[config.mk]
export PLATFORM = sky130hd
export DESIGN_NAME = dma_bus_arb_ctrl
export DESIGN_NICKNAME = d
export VERILOG_FILES = /design/src/rtl/dma_bus_arb_ctrl.sv
export SDC_FILE = /design/constraint.sdc
export NUM_CORES = 1
export LEC_CHECK = 0
export CORE_UTILIZATION = 45
export CTS_BUF_LIST = sky130_fd_sc_hd__clkbuf_16
export CTS_CLUSTER_DIAMETER = 100
export DETAILED_ROUTE_END_ITERATION = 10
export DONT_BUFFER_PORTS = 1
export PLACE_DENSITY = 0.61
export SLEW_MARGIN = 20
export SYNTH_ARGS = -nofsm -noshare
export SYNTH_HDL_FRONTEND = slang
export SYNTH_SLANG_ARGS = --single-unit
export TNS_END_PERCENT = 100
[constraint.sdc]
create_clock -name clk_i -period 2 [get_ports clk_i]
set_clock_uncertainty 0.05 [all_clocks]
set_input_delay 0.2 -clock clk_i [delete_from_list [all_inputs] [get_ports clk_i]]
set_output_delay 0.2 -clock clk_i [all_outputs]
set_load 0.01 [all_outputs]
[src/rtl/dma_bus_arb_ctrl.sv]
// Multi-channel DMA bus controller: arbitrates N_CH requesters, requests the bus with an
// ack timeout, runs a BURST_LEN-beat transfer and returns a one-cycle completion pulse.
module dma_bus_arb_ctrl #(
    parameter int N_CH        = 4,
    parameter int BURST_LEN   = 4,
    parameter int ACK_TIMEOUT = 5,
    parameter int ARB_MODE    = 0,
    localparam int CW         = $clog2(N_CH)
) (
    input  logic            clk_i,
    input  logic            rst_i,
    input  logic [N_CH-1:0] dma_req_i,
    output logic [N_CH-1:0] dma_ack_o,
    output logic            bus_req_o,
    input  logic            bus_ack_i,
    output logic            bus_enb_o,
    output logic            mem_enb_o,
    output logic            done_o,
    output logic            timeout_err_o,
    output logic [CW-1:0]   grant_id_o,
    output logic [2:0]      state_o
);

    typedef enum logic [2:0] {
        S_IDLE = 3'd0,
        S_REQ  = 3'd1,
        S_XFER = 3'd2,
        S_DONE = 3'd3,
        S_ERR  = 3'd4
    } state_e;

    localparam int WW = $clog2(ACK_TIMEOUT + 1);
    localparam int BW = $clog2(BURST_LEN + 1);
    localparam logic [WW-1:0] WAIT_LAST = WW'(ACK_TIMEOUT - 1);
    localparam logic [BW-1:0] BEAT_LAST = BW'(BURST_LEN - 1);

    state_e          state_q, state_d;
    logic [CW-1:0]   grant_q, grant_d;
    logic [CW-1:0]   last_q, last_d;
    logic [WW-1:0]   wait_q, wait_d;
    logic [BW-1:0]   beat_q, beat_d;
    logic [N_CH-1:0] dma_ack_q, dma_ack_d;
    logic            bus_req_q, bus_req_d;
    logic            bus_enb_q, bus_enb_d;
    logic            done_q, done_d;
    logic            err_q, err_d;

    logic [CW-1:0]   win;
    logic [CW-1:0]   idx;
    logic            found;

    // Winner search: round-robin starts just above the last served channel.
    always_comb begin
        win   = '0;
        idx   = '0;
        found = 1'b0;
        for (int i = 0; i < N_CH; i++) begin
            if (ARB_MODE == 1) idx = CW'(i);
            else               idx = CW'((int'(last_q) + 1 + i) % N_CH);
            if (!found && dma_req_i[idx]) begin
                found = 1'b1;
                win   = idx;
            end
        end
    end

    always_ff @(posedge clk_i) begin
        if (rst_i) begin
            state_q   <= S_IDLE;
            grant_q   <= '0;
            last_q    <= CW'(N_CH - 1);
            wait_q    <= '0;
            beat_q    <= '0;
            dma_ack_q <= '0;
            bus_req_q <= 1'b0;
            bus_enb_q <= 1'b0;
            done_q    <= 1'b0;
            err_q     <= 1'b0;
        end else begin
            state_q   <= state_d;
            grant_q   <= grant_d;
            last_q    <= last_d;
            wait_q    <= wait_d;
            beat_q    <= beat_d;
            dma_ack_q <= dma_ack_d;
            bus_req_q <= bus_req_d;
            bus_enb_q <= bus_enb_d;
            done_q    <= done_d;
            err_q     <= err_d;
        end
    end

    always_comb begin
        state_d = state_q;
        grant_d = grant_q;
        last_d  = last_q;
        wait_d  = wait_q;
        beat_d  = beat_q;
        case (state_q)
            S_IDLE: begin
                if (|dma_req_i) begin
                    grant_d = win;
                    wait_d  = '0;
                    state_d = S_REQ;
                end
            end
            S_REQ: begin
                if (bus_ack_i) begin
                    beat_d  = '0;
                    state_d = S_XFER;
                end else if (wait_q == WAIT_LAST) begin
                    state_d = S_ERR;
                end else begin
                    wait_d = wait_q + 1'b1;
                end
            end
            S_XFER: begin
                if (beat_q == BEAT_LAST) state_d = S_DONE;
                else                     beat_d  = beat_q + 1'b1;
            end
            // A timed-out channel also becomes "last", so it loses its turn.
            S_DONE, S_ERR: begin
                last_d  = grant_q;
                state_d = S_IDLE;
            end
            default: state_d = S_IDLE;
        endcase
    end

    // Outputs are decoded from the next state so every output comes straight from a flop.
    always_comb begin
        bus_req_d = (state_d == S_REQ) || (state_d == S_XFER);
        bus_enb_d = (state_d == S_XFER);
        done_d    = (state_d == S_DONE);
        err_d     = (state_d == S_ERR);
        dma_ack_d = '0;
        if (state_d == S_DONE) dma_ack_d[grant_d] = 1'b1;
    end

    assign dma_ack_o     = dma_ack_q;
    assign bus_req_o     = bus_req_q;
    assign bus_enb_o     = bus_enb_q;
    assign mem_enb_o     = bus_enb_q;
    assign done_o        = done_q;
    assign timeout_err_o = err_q;
    assign grant_id_o    = grant_q;
    assign state_o       = state_q;

endmodule

* After elaboration in Yosys (flattened, before gate mapping)
Cells that the tools add are included.
** Cells by class
- Eq/ne operators :: 15
- Add/sub/neg operators :: 6
- $lt $le $gt $ge :: 6
- Multiplexer cells :: 31
- Reductions and logical operators :: 16
- Bitwise logic cells :: 1
** Operator list (count)
- $mux W3 :: 9
- $eq A3 B2 Y1 const B :: 5
- $lt A2 B3 Y1 const B :: 5
- $mux W2 :: 6
- $pmux W3 S2 :: 2
- $ne A2 B2 Y1 const B :: 5
- $eq A3 B3 Y1 const B :: 3
- $pmux W3 S3 :: 1
- $bmux W1 S2 :: 4
- $mux W1 :: 8
- $add A2 B2 Y2 const B :: 3
- $add A3 B1 Y3 const B :: 2
- $eq A3 B1 Y1 const B :: 2
- $logic_and A1 B1 Y1 :: 4
- $reduce_and A4 Y1 :: 1
- $reduce_bool A2 Y1 :: 2
- $reduce_or A2 Y1 :: 2
- $reduce_or A4 Y1 :: 1
- $logic_not A1 Y1 :: 3
- $logic_not A3 Y1 :: 1
- $reduce_and A3 Y1 :: 1
- $add A2 B1 Y2 const B :: 1
- $demux W1 S2 :: 1
- $ge A2 B1 Y1 const B :: 1
- other kinds (2) :: 2
** Word-level totals
- Bits of input ports :: 7
- Word-level logic and storage cells :: 85
- Register bits :: 21
- Output and inout bits :: 14

* Longest topological paths before layout
- Depth after elaboration :: 19
- Gate-level depth with buffers :: 7
- Gate-level depth less buffers :: 7

* Worst setup path before layout
OpenSTA, ideal clock, no wires.
- Kind :: register to register
- From :: register state_q[1], in the netlist state_o[1]
- To :: register beat_q[0]
- Arrival time :: 1.823 ns
- Clock period less this slack :: 1.994 ns
- Required time :: 1.829 ns
- Setup slack :: 0.006 ns
- Setup time :: 0.121 ns
- Buffers on the path :: 1
- Cell stages (with the launch flop) :: 7
- Cells stage by stage :: dfxtp_1 buf_6 or4b_4 a21oi_4 a21oi_2 or2b_1 mux2_2
** Between the ends
- Longest elaborated chain between the ends :: 3
- Elaborated cells on any way between the ends :: 7
** RTL lines
- start: declaration :: RTL line 37 : state_e state_q, state_d;
- start signal: assignment :: RTL line 80 : state_q <= state_d;
- $eq A3 B2 Y1 / $eq A3 B1 Y1 (equally long branches) :: RTL line 99 : case (state_q)
- $ne A2 B2 Y1 (no line) / $reduce_bool A2 Y1 (equally long branches)
- $reduce_and A3 Y1 (no line)
- end signal: assignment :: RTL line 84 : beat_q <= beat_d;
- end: declaration :: RTL line 41 : logic [BW-1:0] beat_q, beat_d;
Parallel ways exist; a longest one is shown, timed or not.
A chain may end at the register's enable or synchronous reset.

* Worst setup path after layout
- From :: register state_q[0], in the netlist state_o[0]
- To :: register beat_q[0]
The elaborated chain is that of the path after synthesis.

==> out/metrics.csv <==
metric,value,unit
Final min period,1.90,ns
worst vdd ir,676,uV
first-pass GRT wire length,3.48,mm
clock latency at the later pin of the worst-skew pair,0.25,ns
power per cell area,881,nW/um^2
Setup TNS,0,ns
CTS Sinks,21,
Pre-Repair DR Iteration Count,4,
pin slew with the least headroom to its limit,0.446,ns
Worst Path Max Fanout,6,
Synth warnings,0,
Root Driver,clkbuf_16,
Global Route Usage Sum,0.192,
die height,49.3,microns
top cell type's share of synthesized area,0.417,
"area leader, netlist",dfxtp_1,
mapped cell area,1010,sq um
Worst R2R Start,state_o[0],
final worst path period share,0.950,
largest net degree at the start of global routing,13,
reg-to-reg setup timing slack,0.10,ns
Core ar.,2040,sq um
Die Area,2430,sq um
Commonest cells post-synth,"dfxtp_1, nor2_1, nor3_1",
crit start category,register,
Rows,16,
Worst Setup SP,state_o[0],
nets,134,
ANT cells,0,
syn nets,124,
DR iter-0 viols,5,
Initial Util,0.494,
cts bufs inserted,3,
WL/cell,13.9,microns
hpwl dp,1.50,mm
# Max-Cap Violations,0,
Slew Limit Fails,0,
Reg2Reg Depth,5,
IO Pins,21,
Max-slew headroom,0.702,
initial antenna violation count,0,
Leakage,0.000453,uW
Vias,784,
Top delay family on crit path,simple AND/OR/NAND/NOR gates,
Max stage delay on crit path,0.52,ns
via density per instance,5.26,
"Seq/Total Area, Yosys",0.417,
r2r endpoint,beat_q[0],
CTS tree,built,
RSZ-0062 raised after global routing,false,
final routed DRC violation total,0,
Yosys cell types,38,
Die X,49.3,microns
CP Class,register to register,
GRT Residual Overflow,0,
number of synthesized flops with an enable pin,0,
hold depth,1,
dominant cells by area after synthesis,"dfxtp_1, nor2_1, ha_1",
Fin Hold WS,0.00396,ns
slowest cell on the critical path,or4b_4,
status,"complete, no violations",
GPL Wtd Cong,0.762,
Synth Flop Type,dfxtp_1,
layout cells sized above 1,0.164,
"FFs w/ async S/R, synth",0,
Detailed Route WL,2.07,mm
Antenna Nets Post-Route,0,
synthesized instance count,113,
WP depth,5,
CTS max path bufs,2,
kind of end point of the critical path,register,
"Reg clk slew, reported paths",0.06,ns
Seq cells post-synth,21,
cell-by-cell trace of the critical path,"or4b_4, a21oi_4, a21oi_2, or2b_1, mux2_2",
arrival time at the worst endpoint,1.99,ns
area grow syn2layout,15.6,%
PortBufs,0,
"count leader, synth",dfxtp_1,
worst endpoint required time,2.09,ns
H-tree levels,1,
Critical path destination,beat_q[0],
number of global-route vias before repair,793,
Filler Cell Count,200,
Mapped Avg Cell Area,8.92,sq um
Hold Path Class,primary input to register,
Final Hold Fails,0,
post-cts resize count,0,
fmax,526,MHz
Worst Path Buf+Inv,0,
setup violators final,0,
==> logic make-up after synthesis <==
kind of cell | synth area share
AO/OA/AOI/OAI | 0.153
XOR/XNOR | 0.0174
adder cells (fa/ha/maj) | 0.0496
buffers and inverters | 0.0484
flip-flops | 0.417
multiplexers | 0.0422
AND/OR/NAND/NOR | 0.273
==> power by group <==
group	internal (uW)	leakage (uW)	total (uW)	switching, uW
Combinational	71.3	0.000241	145	74.0
Sequential	437	0.000171	457	19.5
Clock	269	0.0000409	425	157
Total	777	0.000453	1030	250
==> routing by layer <==
metal,GRT usage,vias up,share of wire
met2,0.313,22,0.47
met3,0.0810,2,0.067
li1,-,410,-
met1,0.226,350,0.46
met5,0,-,0
met4,0.0588,0,0.0063
==> flip-flops by register name (all words and copies together) (netlist names) <==
register / cells
beat_q: 3
dma_ack_o: 4
wait_q: 3
bus_req_o: 1
bus_enb_o: 1
timeout_err_o: 1
state_o: 3
done_o: 1
last_q: 2
grant_id_o: 2
==> cell type report <==
type	instances	area [sq um]	share of cell area
Timing Repair Buffer	9	70.1	0.0601
Inverter	6	22.5	0.0193
Multi-Input combinational cell	82	539	0.462
Clock inverter	1	5.00	0.00429
Sequential cell	21	420	0.361
Clock buffer	3	75.1	0.0644
Tap cell	27	33.8	0.0290
==> worst min path at each step <==
stage | startpoint | end | slack [ns]
2_1_floorplan | rst_i | dma_ack_o[1] | 0.33
3_3_place_gp | rst_i | wait_q[1] | 0.22
3_5_place_dp | rst_i | wait_q[1] | 0.22
4_1_cts | rst_i | state_o[1] | 0.0005
5_1_grt | rst_i | state_o[1] | 0.01
6_report | rst_i | state_o[1] | 0.004
==> layout by cell type, fill, tap and decap left out, types with 3 or more instances in the layout <==
cell,n
clkbuf_16,3
o21ai_0,3
a21oi_1,4
nor2_1,15
dfxtp_1,21
nand2_1,6
nand2b_1,7
nor3_1,9
ha_1,4
inv_1,6
buf_4,8
==> through the flow <==
stage | instances | worst slack (ns) | util | power [uW] | cell area (sq um)
6_report | 149 | 0.100 | 0.571 | 1030 | 1170
5_1_grt | 149 | 0.0273 | 0.571 | 1070 | 1170
4_1_cts | 147 | 0.0888 | 0.564 | 1020 | 1150
3_5_place_dp | 142 | 0.106 | 0.520 | 596 | 1060
3_3_place_gp | 142 | 0.141 | 0.520 | 594 | 1060
2_1_floorplan | 113 | 0.00621 | - | 562 | 1010
==> repair_timing <==
item                       CTS  global route
setup buffers                0             2
hold buffers                 1             0
hold endpoints to repair    11             0
setup endpoints to repair    0             2
Note: power is estimated with default switching activity, not from simulation.
